--- config.mk ---
export PLATFORM = sky130hd
export DESIGN_NAME = conv_window_reader
export DESIGN_NICKNAME = d
export VERILOG_FILES = /design/src/rtl/conv_window_reader.sv
export SDC_FILE = /design/constraint.sdc
export NUM_CORES = 1
export LEC_CHECK = 0
export ABC_AREA = 1
export CORE_MARGIN = 2
export CORE_UTILIZATION = 40
export CTS_CLUSTER_SIZE = 14
export DETAILED_ROUTE_END_ITERATION = 16
export SLEW_MARGIN = 20
export SYNTH_ARGS = -nofsm -noshare
export SYNTH_HDL_FRONTEND = slang
export SYNTH_SLANG_ARGS = --single-unit
--- constraint.sdc ---
create_clock -name i_clk -period 2.9 [get_ports i_clk]
set_clock_uncertainty 0.05 [all_clocks]
set_input_delay 0.725 -clock i_clk [delete_from_list [all_inputs] [get_ports i_clk]]
set_output_delay 0.725 -clock i_clk [all_outputs]
set_load 0.02 [all_outputs]
--- src/rtl/conv_window_reader.sv ---
// conv_window_reader: issues buffer reads in sliding-window order and streams pixels over valid/ready
// Ports: i_clk/i_nrst clock and async active-low reset; i_start frame start (IDLE only);
// o_busy/o_done frame status; o_read_en/o_read_addr/i_read_data buffer port with one-cycle read latency;
// o_data/o_valid/i_ready pixel stream; o_win_last marks the K*K-th pixel of a window, o_last the frame end.
module conv_window_reader #(
  parameter int DATA_WIDTH = 8,
  parameter int ADDR_WIDTH = 6,
  parameter int IMG_W      = 8,
  parameter int IMG_H      = 8,
  parameter int K          = 3,
  parameter int STRIDE     = 1
) (
  input  logic                  i_clk,
  input  logic                  i_nrst,
  input  logic                  i_start,
  output logic                  o_busy,
  output logic                  o_done,
  output logic                  o_read_en,
  output logic [ADDR_WIDTH-1:0] o_read_addr,
  input  logic [DATA_WIDTH-1:0] i_read_data,
  output logic [DATA_WIDTH-1:0] o_data,
  output logic                  o_valid,
  input  logic                  i_ready,
  output logic                  o_win_last,
  output logic                  o_last
);
  localparam int OUT_W = (IMG_W - K) / STRIDE + 1;
  localparam int OUT_H = (IMG_H - K) / STRIDE + 1;
  localparam logic [ADDR_WIDTH-1:0] A1   = ADDR_WIDTH'(1);
  localparam logic [ADDR_WIDTH-1:0] KM1  = ADDR_WIDTH'(K - 1);
  localparam logic [ADDR_WIDTH-1:0] OWM1 = ADDR_WIDTH'(OUT_W - 1);
  localparam logic [ADDR_WIDTH-1:0] OHM1 = ADDR_WIDTH'(OUT_H - 1);
  localparam logic [ADDR_WIDTH-1:0] STR  = ADDR_WIDTH'(STRIDE);
  localparam logic [ADDR_WIDTH-1:0] IW   = ADDR_WIDTH'(IMG_W);
  if (STRIDE < 1 || K < 1 || K > IMG_W || K > IMG_H || (IMG_W - K) % STRIDE != 0 ||
      (IMG_H - K) % STRIDE != 0 || IMG_W * IMG_H > (1 << ADDR_WIDTH)) begin : g_bad_params
    $error("conv_window_reader: illegal parameter set");
  end
  typedef enum logic [1:0] {IDLE, RUN, DRAIN} state_t;
  state_t r_state, w_next;
  logic [ADDR_WIDTH-1:0] r_wc, r_wr, r_oc, r_or, w_addr;
  logic r_in_flight, r_if_wl, r_if_last, r_done;
  logic [DATA_WIDTH-1:0] r_fd [2];
  logic [1:0] r_fwl, r_fl, r_cnt;
  logic r_wp, r_rp;
  logic w_pop, w_issue, w_wc_end, w_wr_end, w_oc_end, w_or_end, w_wl, w_last;
  assign w_wc_end = r_wc == KM1;
  assign w_wr_end = r_wr == KM1;
  assign w_oc_end = r_oc == OWM1;
  assign w_or_end = r_or == OHM1;
  assign w_wl     = w_wc_end && w_wr_end;
  assign w_last   = w_wl && w_oc_end && w_or_end;
  assign w_addr   = (r_or * STR + r_wr) * IW + r_oc * STR + r_wc;
  assign o_valid    = r_cnt != 2'd0;
  assign o_data     = o_valid ? r_fd[r_rp] : '0;
  assign o_win_last = o_valid && r_fwl[r_rp];
  assign o_last     = o_valid && r_fl[r_rp];
  assign w_pop      = o_valid && i_ready;
  // FIFO occupancy plus the read still in flight must leave room for the new read.
  assign w_issue = {1'b0, r_cnt} + {2'b00, r_in_flight} < 3'd2 + {2'b00, w_pop};
  always_ff @(posedge i_clk or negedge i_nrst) begin
    if (!i_nrst) begin
      r_state <= IDLE;
      r_done  <= 1'b0;
    end else begin
      r_state <= w_next;
      r_done  <= r_state == DRAIN && w_next == IDLE;
    end
  end
  always_comb begin
    w_next = (r_state == IDLE && i_start) ? RUN :
             (r_state == RUN && o_read_en && w_last) ? DRAIN :
             (r_state == DRAIN && w_pop && o_last) ? IDLE : r_state;
  end
  always_comb begin
    o_busy      = r_state != IDLE;
    o_done      = r_done;
    o_read_en   = r_state == RUN && w_issue;
    o_read_addr = o_read_en ? w_addr : '0;
  end
  always_ff @(posedge i_clk or negedge i_nrst) begin
    if (!i_nrst) begin
      {r_wc, r_wr, r_oc, r_or} <= '0;
    end else if (r_state == IDLE && i_start) begin
      {r_wc, r_wr, r_oc, r_or} <= '0;
    end else if (o_read_en) begin
      r_wc <= w_wc_end ? '0 : r_wc + A1;
      r_wr <= w_wc_end ? (w_wr_end ? '0 : r_wr + A1) : r_wr;
      r_oc <= w_wl ? (w_oc_end ? '0 : r_oc + A1) : r_oc;
      r_or <= (w_wl && w_oc_end) ? (w_or_end ? '0 : r_or + A1) : r_or;
    end
  end
  // Markers travel with the read so they land in the FIFO beside their pixel.
  always_ff @(posedge i_clk or negedge i_nrst) begin
    if (!i_nrst) begin
      r_in_flight <= 1'b0;
      r_if_wl     <= 1'b0;
      r_if_last   <= 1'b0;
      r_fd[0]     <= '0;
      r_fd[1]     <= '0;
      r_fwl       <= '0;
      r_fl        <= '0;
      r_wp        <= 1'b0;
      r_rp        <= 1'b0;
      r_cnt       <= '0;
    end else begin
      r_in_flight <= o_read_en;
      r_if_wl     <= o_read_en && w_wl;
      r_if_last   <= o_read_en && w_last;
      if (r_in_flight) begin
        r_fd[r_wp]  <= i_read_data;
        r_fwl[r_wp] <= r_if_wl;
        r_fl[r_wp]  <= r_if_last;
        r_wp        <= ~r_wp;
      end
      if (w_pop) r_rp <= ~r_rp;
      r_cnt <= r_cnt + {1'b0, r_in_flight} - {1'b0, w_pop};
    end
  end
endmodule
-- After elaboration in Yosys (flattened, before gate mapping)
Cells that the tools add are included.
- logic and storage cells: 106
- register bits: 54
- output and inout port bits: 20
- bits of input ports: 12
- muxes and demuxes: 34
- add/sub/neg operators: 11
- order comparisons: 7
- reduce and logical (&&, ||, !) cells: 28
- equality and inequality tests: 6
- bitwise logic cells: 4
- operators by type and width (kind ; count):
    $mux 6 ; 16
    $mux 8 ; 5
    $add 6x1->6 const B ; 4
    $logic_and 1x1->1 ; 17
    $bwmux 16 ; 1
    $add 6x6->6 ; 2
    $eq 6x2->1 const B ; 2
    $eq 6x3->1 const B ; 2
    $reduce_bool 2->1 ; 6
    $demux 8 s1 ; 1
    $mux 2 ; 3
    $reduce_and 2->1 ; 3
    $mux 1 ; 5
    $bwmux 2 ; 2
    $ge 2x2->1 const B ; 2
    $logic_not 2->1 ; 2
    $lt 1x2->1 const B ; 2
    $not 1->2 ; 2
    $add 2x1->3 ; 1
    $add 2x1->3 const A ; 1
    $add 3x3->3 ; 1
    $lt 3x3->1 ; 1
    $add 2x1->2 ; 1
    $eq 2x1->1 const B ; 1
    6 further kinds ; 7

-- Longest topological paths before layout
Gate-level depths: netlist of the first run.
- word-level depth: 11
- depth in mapped cells: 12
- mapped depth without buffers: 12

-- Least setup slack after synthesis of the first run
Ideal clock, no wire load.
- kind: flip-flop to output port
- from: register r_wr[0]
- to: output o_read_addr[5]
- path slack: -435 ps
- required time: 2125 ps
- stages on the path, launching flop included: 12
- data arrival time: 2560 ps
- path buffers: 0
- cells stage by stage: dfrtp_1 > ha_1 > inv_1 > fa_1 > fa_1 > inv_1 > ha_1 > a21oi_1 > nand2_1 > nand3_1 > nand2_1 > nor2_1
- word-level cells in the longest chain between the ends: 4
- ends and longest elaborated chain (item ; line ; RTL):
    start: declaration ; 41 ; logic [ADDR_WIDTH-1:0] r_wc, r_wr, r_oc, r_or, w_addr;
    start signal: assignment ; 88 ; r_wr <= w_wc_end ? (w_wr_end ? '0 : r_wr + A1) : r_wr;
    $add 3x3->3 ; 53 ; assign w_addr = (r_or * STR + r_wr) * IW + r_oc * STR + r_wc;
    $add 6x6->6 (2 in series) ; 53 ;
    $mux 6 ; 79 ; o_read_addr = o_read_en ? w_addr : '0;
    end: declaration ; 19 ; output logic [ADDR_WIDTH-1:0] o_read_addr,
Every way passes these cells.

-- Worst setup path after layout of the first run
- from: register r_wr[0]
- to: output o_read_addr[4]
Same word-level chain as after synthesis.

==> results.md, run 1 <==
* Status: finished with violations
* Failing checks: negative setup slack
* Final WL at 7.31 mm
* Longest Clk Path Bufs at 2
* Arr. time, crit path at 2.67 ns
* Pre-CTS setup slack at -0.790 ns
* Final period util at 119%
* Post-DP HPWL at 5.33 mm
* Final Core Density at 51.1%
* Slew @ Worst Pin at 0.695 ns
* Max Cap Viol at 0
* H-Tree Depth at 2
* RSZ-0062 raised after global routing: true
* Power Total at 4.22 mW
* Worst hold path type: register to register
* Worst endpoint required time at 2.12 ns
* CTS tree: done
* VDD IR-drop max at 0.000486 V
* Ant diodes at 0
* Fillers at 765
* CTS clk-pin slew, worst paths at 0.10 ns
* Fin Setup TNS at -1.23 ns
* Max Fanout on Critical Path at 3
* Final setup margin at -0.545 ns
* Final Critical Period at 3.44 ns
* Via count at 2862
* Kind of critical path: register to output port
* PortBufs at 31
* Slew headroom at 53.7%
* Layout area overhead at 24.9%
* Buffers and inverters on the worst path at 4
* Mapped cell area at 3330 um^2
* Die Area at 9060 um^2
* Final setup vio count at 3
* Vias/cell at 4.83
* Register area at 1350 um^2
* Mapped Cells at 424
* Antenna Nets Post-Route at 0
* Boundary Pins at 32
* First-pass GRT wire length at 12.7 mm
* #FFs+latches synth at 54
* Post-synthesis sequential area ratio at 40.6%
* Post-synth cell types at 33
* Gp weighted congestion at 0.862
* Clock latency on the worst-skew pair at 0.30 ns
* Slowest cell on crit path: fa_1
* Pwr Density at 1020 nW/um^2
* Core Area at 8130 um^2
* Layout cells sized above 1 at 18.9%
* Synth warn at 0
* Drt wl/cell at 12.3 um
* Initial DRC count at 90
* Crit path max-delay family: adder cells
* TritonRoute pass-1 iters at 4
* Grt ovf at 0
* All-layer global routing usage at 17.6%
* Starting Density at 40.9%
* Final slew viol count at 0
* Number of global-route vias before repair at 2862
* Avg Inst Size Synth at 7.85 um^2
* Cell Chain, Critical Path: ha_4 -> inv_2 -> fa_1 -> fa_1 -> inv_2 -> ha_4 -> buf_4 -> o21ai_1 -> a21oi_1 -> buf_4
* Largest net degree at the start of global routing at 55
* Layout Nets at 523
* Pleak at 2.09 nW
* CTS buffer count at 5
* Critical Path Sink Type: output port
* Root Buffer: clkbuf_8
* Drt drc at 0
* Die Wd at 95.2 um
* Multi-input logic area at 1790 um^2
* Syn_nets at 460
* Peak Freq at 0.290 GHz
* Hold Fails Final Rpt at 0
* Clock sink total at 54
* Die H at 95.2 um
* Num rows at 33
* Antenna violations before repair at 0
* Slowest Stage Delay on Critical Path at 0.51 ns
* Setup crit start kind: register
[sequential cells by signal, indices dropped and copies added (netlist names)]
signal	count
r_fd	16
r_oc	6
r_or	6
r_wc	6
r_wr	6
r_cnt	2
r_fl	2
r_fwl	2
r_state	2
o_done	1
r_if_last	1
r_if_wl	1
r_in_flight	1
r_rp	1
r_wp	1
[worst min-delay path: cells and delay by family, from the launching register on]
kind,cells,cell delay (ns)
flip-flops,1,0.35
AO/OA/AOI/OAI,1,0.06
AND/OR/NAND/NOR,1,0.05
[path summary, 6_finish.rpt]
| path | start | endpoint | slack [ns] | depth (start not counted) |
|---|---|---|---|---|
| setup reg to reg | r_cnt[0] | r_or[0] | 0.92 | 10 |
| min in group asynchronous | i_nrst | r_cnt[1] | 0.48 | 2 |
| max in group asynchronous | i_nrst | r_wr[4] | 1.85 | 2 |
| hold / removal | r_fl[1] | r_fl[1] | 0.44 | 2 |
| setup / recovery | r_wr[0] | o_read_addr[4] | -0.54 | 10 |
| hold reg to reg | r_fl[1] | r_fl[1] | 0.44 | 2 |
[per-layer routing]
metal | vias up | wire, um | GRT usage, %
met5 | - | 0 | 0
met1 | 1330 | 3480 | 23.0
met4 | 0 | 128 | 5.43
li1 | 1481 | - | -
met3 | 11 | 223 | 2.61
met2 | 40 | 3480 | 30.1
[timing repair]
item / 4_1_cts / 5_1_grt
resized for setup: 37 / 6
hold buffers: 0 / 0
setup endpoints to repair: 7 / 14
pin swaps: 9 / 3
setup buffers: 2 / 0
[synth_stat cells]
cell / instances / area, um^2
nor3b_1: 1 / 7.51
nand4_1: 10 / 62.6
o21ai_0: 26 / 130
buf_6: 2 / 22.5
clkinv_1: 2 / 7.51
nand3_1: 37 / 185
nor3_1: 1 / 5.00
inv_2: 3 / 11.3
or2_2: 3 / 18.8
nand2_2: 4 / 25.0
o22ai_1: 1 / 6.26
nor3_4: 1 / 16.3
o21ai_2: 5 / 43.8
ha_1: 20 / 250
xnor2_1: 3 / 26.3
o21ai_1: 6 / 30.0
nand3_2: 2 / 20.0
nor2_2: 1 / 6.26
inv_1: 52 / 195
nor2_4: 4 / 45.0
a21oi_1: 15 / 75.1
nand2_1: 125 / 469
o31ai_1: 1 / 7.51
xor2_1: 6 / 52.6
buf_2: 3 / 15.0
nor2_1: 21 / 78.8
nor4_1: 1 / 6.26
clkbuf_1: 5 / 18.8
dfrtp_1: 54 / 1350
a21oi_4: 1 / 16.3
nand2_4: 3 / 33.8
fa_1: 4 / 80.1
nand3b_1: 1 / 7.51
[kinds of logic after synthesis]
| logic type | count (synthesis) | share of synthesized area [%] |
|---|---|---|
| xor gates and xnor gates | 9 | 2.37 |
| adders and majority gates | 24 | 9.93 |
| buffers and inverters | 67 | 8.12 |
| AOI/OAI and AO/OA | 55 | 9.29 |
| and+or+nand+nor | 215 | 29.7 |
| DFF | 54 | 40.6 |
[cell type report]
class | instances | area share [%]
clock buffers | 5 | 1.66
inverters | 57 | 5.24
repair buffers | 66 | 13.5
well taps | 105 | 3.16
flip-flops and latches | 54 | 32.5
multi-input cells | 303 | 43.0
clock inverters | 2 | 0.933
[per-stage QoR]
stage,std cells,instance area (um^2),hold slack (ns)
after floorplan,424,3350,0.379
after global placement,583,3980,0.416
after detailed placement,583,3980,0.424
after CTS,592,4150,0.449
after global routing,592,4160,0.472
final,592,4160,0.444
[power breakdown]
part / total [mW] / switching, mW / internal (mW)
registers: 1.12 / 0.142 / 0.978
logic: 2.59 / 1.47 / 1.13
clock network: 0.506 / 0.252 / 0.255
[cell usage in the layout, fill, tap and decap left out, drive strengths merged]
master and instances:
or2 3, clkdlybuf4s50 23, o22ai 1, bufinv 1
buf 40, dfrtp 54, nor4 1, xnor2 3
clkbuf 6, clkinvlp 1, nor2 26, nand2 132
xor2 6, nand3b 1, nand3 39, inv 55
nand4 10, nor3b 1, o21ai 37, nor3 2
a21oi 16, clkinv 2, dlygate4sd2 2, fa 4
o31ai 1, ha 20
(Power assumes the default switching activity.)
==> run 2, diff against run 1 <==
- SKIP_LAST_GASP: unset -> 1
==> run 2 against run 1 <==
Against the previous run:
- the flow still finishes with violations (negative setup slack)
- critical path type unchanged
- via count about the same
- sequential cell count unchanged
- largest power group unchanged
- setup slack got worse by 0.012 ns
- final cell count unchanged
- utilization is 0.28 points lower
==> results.md, run 2 (synthesized netlist as in run 1, its figures left out) <==
* CTS tree: done
* Failing checks: negative setup slack
* Drt drc at 0
* Status: finished with violations
* H-Tree Depth at 2
* Die Area at 9060 um^2
* Hold Fails Final Rpt at 0
* CTS buffer count at 5
* Setup crit start kind: register
* Boundary Pins at 32
* Slew headroom at 53.4%
* Final slew viol count at 0
* Kind of critical path: register to output port
* TritonRoute pass-1 iters at 4
* Final setup vio count at 3
* Arr. time, crit path at 2.68 ns
* Layout Nets at 523
* Antenna Nets Post-Route at 0
* Design Area, Final at 4130 um^2
* All-layer global routing usage at 17.5%
* Layout cells sized above 1 at 18.3%
* Peak Freq at 0.289 GHz
* Slew @ Worst Pin at 0.699 ns
* Slowest Stage Delay on Critical Path at 0.51 ns
* Number of global-route vias before repair at 2850
* Drt wl/cell at 12.4 um
* Crit path max-delay family: adder cells
* Gp weighted congestion at 0.862
* Via count at 2863
* Largest register FFs at 16
* CTS clk-pin slew, worst paths at 0.10 ns
* Die Wd at 95.2 um
* Worst hold path type: register to register
* Ant diodes at 0
* Worst endpoint required time at 2.12 ns
* Root Buffer: clkbuf_8
* FF-to-FF setup slack at 0.92 ns
* Largest net degree at the start of global routing at 55
* Final period util at 119%
* Core Area at 8130 um^2
* Hold slack at 0.446 ns
* Max Fanout on Critical Path at 3
* Final WL at 7.33 mm
* Num rows at 33
* Buffers and inverters on the worst path at 3
* Longest Clk Path Bufs at 2
* Cell Chain, Critical Path: ha_4 -> inv_2 -> fa_1 -> fa_1 -> inv_2 -> ha_4 -> a21oi_2 -> nand2_2 -> a21oi_2 -> nor2_4 -> buf_6
* Clock latency on the worst-skew pair at 0.30 ns
* Max Cap Viol at 0
* Grt ovf at 0
* Most frequent cells in the layout: nand2_1 (123), dfrtp_1 (54), inv_1 (49), buf_4 (37), nand3_1 (35)
* Final setup margin at -0.557 ns
* RSZ-0062 raised after global routing: true
* Most flops, register: r_fd
* Post-DP HPWL at 5.33 mm
* Fillers at 768
* Critical Path Sink Type: output port
* Slowest cell on crit path: fa_1
* Most common cell after layout, fill and taps aside: nand2_1
* Fin Setup TNS at -1.32 ns
* Die H at 95.2 um
* First-pass GRT wire length at 12.6 mm
* Antenna violations before repair at 0
* Initial DRC count at 85
* PortBufs at 31
* Post-cts hold buffer count at 0
* Starting Density at 40.9%
* VDD IR-drop max at 0.000515 V
* Vias/cell at 4.84
* Layout area overhead at 24.2%
* Final Core Density at 50.8%
* Placed cell areas at 3980 um^2
* Pleak at 2.08 nW
* Final Critical Period at 3.46 ns
* Pwr Density at 1010 nW/um^2
* Clock sink total at 54
[run 2: cell counts in the layout (fill, tap and decap cells not counted)]
No cell type changed its count.
[run 2: area by class of cell]
cell class              count  area [um^2]  area share [%]
multi-input cells         303         1770            42.9
flip-flops and latches     54         1350            32.7
repair buffers             66          552            13.4
inverters                  57          218            5.27
well taps                 105          131            3.18
clock buffers               5         68.8            1.67
clock inverters             2         38.8           0.939
[run 2: per-stage QoR]
| step | total power, mW | instances | worst slack, ns |
|---|---|---|---|
| after global routing | 4.51 | 592 | -0.657 |
| after floorplan | 2.62 | 424 | -0.270 |
| after global placement | 3.52 | 583 | -0.789 |
| final | 4.15 | 592 | -0.557 |
| after CTS | 4.19 | 592 | -0.613 |
| after detailed placement | 3.59 | 583 | -0.790 |
[run 2: per-layer routing]
metal,track usage [%],up-vias,routed length (um)
met3,2.61,11,231
met4,5.43,0,128
met2,30.0,41,3510
li1,-,1484,-
met5,0,-,0
met1,22.9,1327,3460
[run 2: where the power goes]
part	internal (mW)	total, mW	switching (mW)	leakage (nW)
clock	0.255	0.508	0.253	0.0542
sequential	0.978	1.12	0.142	0.703
combinational	1.08	2.53	1.44	1.33
total	2.32	4.15	1.84	2.08
[run 2: final timing paths]
check                          from        endpoint  cells after the start
hold reg to reg             r_fd[7]         r_fd[7]                      2
max in group asynchronous    i_nrst        r_fd[11]                      2
min in group asynchronous    i_nrst        r_cnt[1]                      2
setup reg to reg           r_cnt[0]         r_or[0]                     10
setup / recovery            r_wr[0]  o_read_addr[5]                     11
hold / removal              r_fd[7]         r_fd[7]                      2
[run 2: what timing repair did]
| action | CTS | global route |
|---|---|---|
| resized for setup | 30 | 7 |
| setup endpoints to repair | 7 | 14 |
| pin swaps | 9 | 2 |
| buffers inserted | 2 | 0 |
[run 2: worst register-to-register path: stages, from the launching register on]
cell and delay, ns:
dfrtp_1 0.41, ha_1 0.19, ha_1 0.21, nor3_4 0.20
buf_4 0.16, nand2_4 0.06, buf_4 0.17, nand2_4 0.11
nand2_1 0.17, nand2_1 0.09, nand2_1 0.06
==> run 3, diff against run 2 <==
--- a/constraint.sdc
+++ b/constraint.sdc
@@ -4,2 +4,2 @@
 set_output_delay 0.725 -clock i_clk [all_outputs]
-set_load 0.02 [all_outputs]
+set_load 0.005 [all_outputs]
==> run 3 against run 2 <==
Against the previous run:
- the run still ends with negative setup slack left
- die area is the same
- sequential cell count is the same
- global-route usage shrank 0.13 points
- setup slack lost 0.019 ns
- via count grew 0.17%
- critical path depth grew 1
- final cell count grew 1.2%
- register-to-register slack lost 0.03 ns
- clock-buffer cell count grew 1
- combinational power shrank 7%
- utilization grew 0.43 points
- critical path type unchanged
- largest cell class unchanged
- largest power group unchanged
==> results.md, run 3 (synthesized netlist as in run 1, its figures left out) <==
* Status: finished with violations
* Failing checks: negative setup slack
* Clock sink total at 54
* Vias/cell at 4.79
* Most flops, register: r_fd
* Slew @ Worst Pin at 0.650 ns
* H-Tree Depth at 2
* Max Fanout on Critical Path at 3
* Crit path max-delay family: adder cells
* Boundary Pins at 32
* Slew headroom at 56.7%
* Root Buffer: clkbuf_8
* Most common cell after layout, fill and taps aside: nand2_1
* Arr. time, crit path at 2.70 ns
* TritonRoute pass-1 iters at 4
* Cell Chain, Critical Path: ha_2 -> inv_2 -> fa_1 -> fa_1 -> inv_2 -> ha_4 -> a21oi_2 -> nand2_1 -> buf_4 -> a21oi_2 -> nor2_1 -> buf_2
* Design Area, Final at 4170 um^2
* Final period util at 120%
* Hold Fails Final Rpt at 0
* Via count at 2868
* Pre-CTS setup slack at -0.691 ns
* Setup crit start kind: register
* Final setup vio count at 3
* Hold slack at 0.379 ns
* Largest register FFs at 16
* Ant diodes at 0
* Peak Freq at 0.288 GHz
* Final WL at 7.25 mm
* Die Wd at 95.2 um
* Pwr Density at 941 nW/um^2
* Final Core Density at 51.2%
* Final setup margin at -0.576 ns
* Antenna Nets Post-Route at 0
* CTS tree: done
* Slowest cell on crit path: fa_1
* Largest net degree at the start of global routing at 31
* CTS clk-pin slew, worst paths at 0.11 ns
* Number of global-route vias before repair at 2721
* Longest Clk Path Bufs at 2
* PortBufs at 31
* Antenna violations before repair at 0
* Placed cell areas at 3990 um^2
* VDD IR-drop max at 0.000459 V
* Power Total at 3.92 mW
* Kind of critical path: register to output port
* Slowest Stage Delay on Critical Path at 0.51 ns
* Multi-input logic area at 1770 um^2
* Fillers at 799
* Clock latency on the worst-skew pair at 0.31 ns
* Die Area at 9060 um^2
* Worst hold path type: input port to asynchronous set/reset pin
* Grt ovf at 0
* First-pass GRT wire length at 12.4 mm
* Most frequent cells in the layout: nand2_1 (125), dfrtp_1 (54), inv_1 (49), buf_4 (40), nand3_1 (37)
* Die H at 95.2 um
* Post-cts hold buffer count at 0
* Critical Path Sink Type: output port
* Core Area at 8130 um^2
* Register area at 1350 um^2
* DP Cell Count at 585
* All-layer global routing usage at 17.4%
* Pleak at 2.11 nW
* Layout cells sized above 1 at 19.2%
* Final Critical Period at 3.48 ns
* Layout Nets at 529
* Starting Density at 40.9%
* Fin Setup TNS at -1.22 ns
* Max Cap Viol at 0
* Initial DRC count at 90
* Num rows at 33
* Drt wl/cell at 12.1 um
* Post-DP HPWL at 5.40 mm
* Drt drc at 0
* Buffers and inverters on the worst path at 4
* Gp weighted congestion at 0.839
* RSZ-0062 raised after global routing: true
* Final slew viol count at 0
* Worst endpoint required time at 2.12 ns
* Layout area overhead at 25.3%
* Non-Filler Instances at 599
* CTS buffer count at 5
==> run 3: cell count changes in the layout (fill, tap and decap cells not counted), sizes merged <==
cell,before,now
buf,40,45
bufinv,1,0
dlygate4sd2,2,3
dlymetal6s2s,0,1
inv,55,56
==> run 3: where the power goes <==
| part | internal, mW | switching, mW | total (mW) |
|---|---|---|---|
| logic | 1.13 | 1.22 | 2.35 |
| registers | 0.977 | 0.138 | 1.12 |
| clock network | 0.197 | 0.263 | 0.461 |
| total | 2.30 | 1.62 | 3.92 |
==> run 3: layer usage <==
metal / GRT usage (%) / share of wire, % / vias to the layer above
met1: 23.5 / 47 / 1322
met5: 0 / 0 / -
met4: 5.43 / 1.2 / 0
li1: - / - / 1492
met2: 28.9 / 48 / 47
met3: 2.53 / 3.8 / 7
==> run 3: what timing repair did <==
action / 4_1_cts / 5_1_grt
hold endpoints to repair: 0 / 0
buffers inserted: 4 / 2
pin swaps: 10 / 7
resized for setup: 26 / 4
setup endpoints to repair: 7 / 5
==> run 3: path summary, 6_finish.rpt <==
path	from	endpoint	slack, ns	cells past startpoint
worst min-delay path	i_nrst	r_fl[0]	0.38	1
worst max register to register	r_cnt[0]	r_or[4]	0.89	11
min in group i_clk	r_fd[11]	r_fd[11]	0.45	2
max in group asynchronous	i_nrst	r_oc[3]	1.77	2
worst min register to register	r_fd[11]	r_fd[11]	0.45	2
worst max-delay path	r_or[0]	o_read_addr[5]	-0.58	12
==> run 3: layout make-up <==
class                           instances  area share (%)
Inverter                               57            5.13
Multi-Input combinational cell        303            42.5
Tap cell                              105            3.15
Clock buffer                            6            1.98
Timing Repair Buffer                   72            14.4
Sequential cell                        54            32.4
Clock inverter                          2           0.390
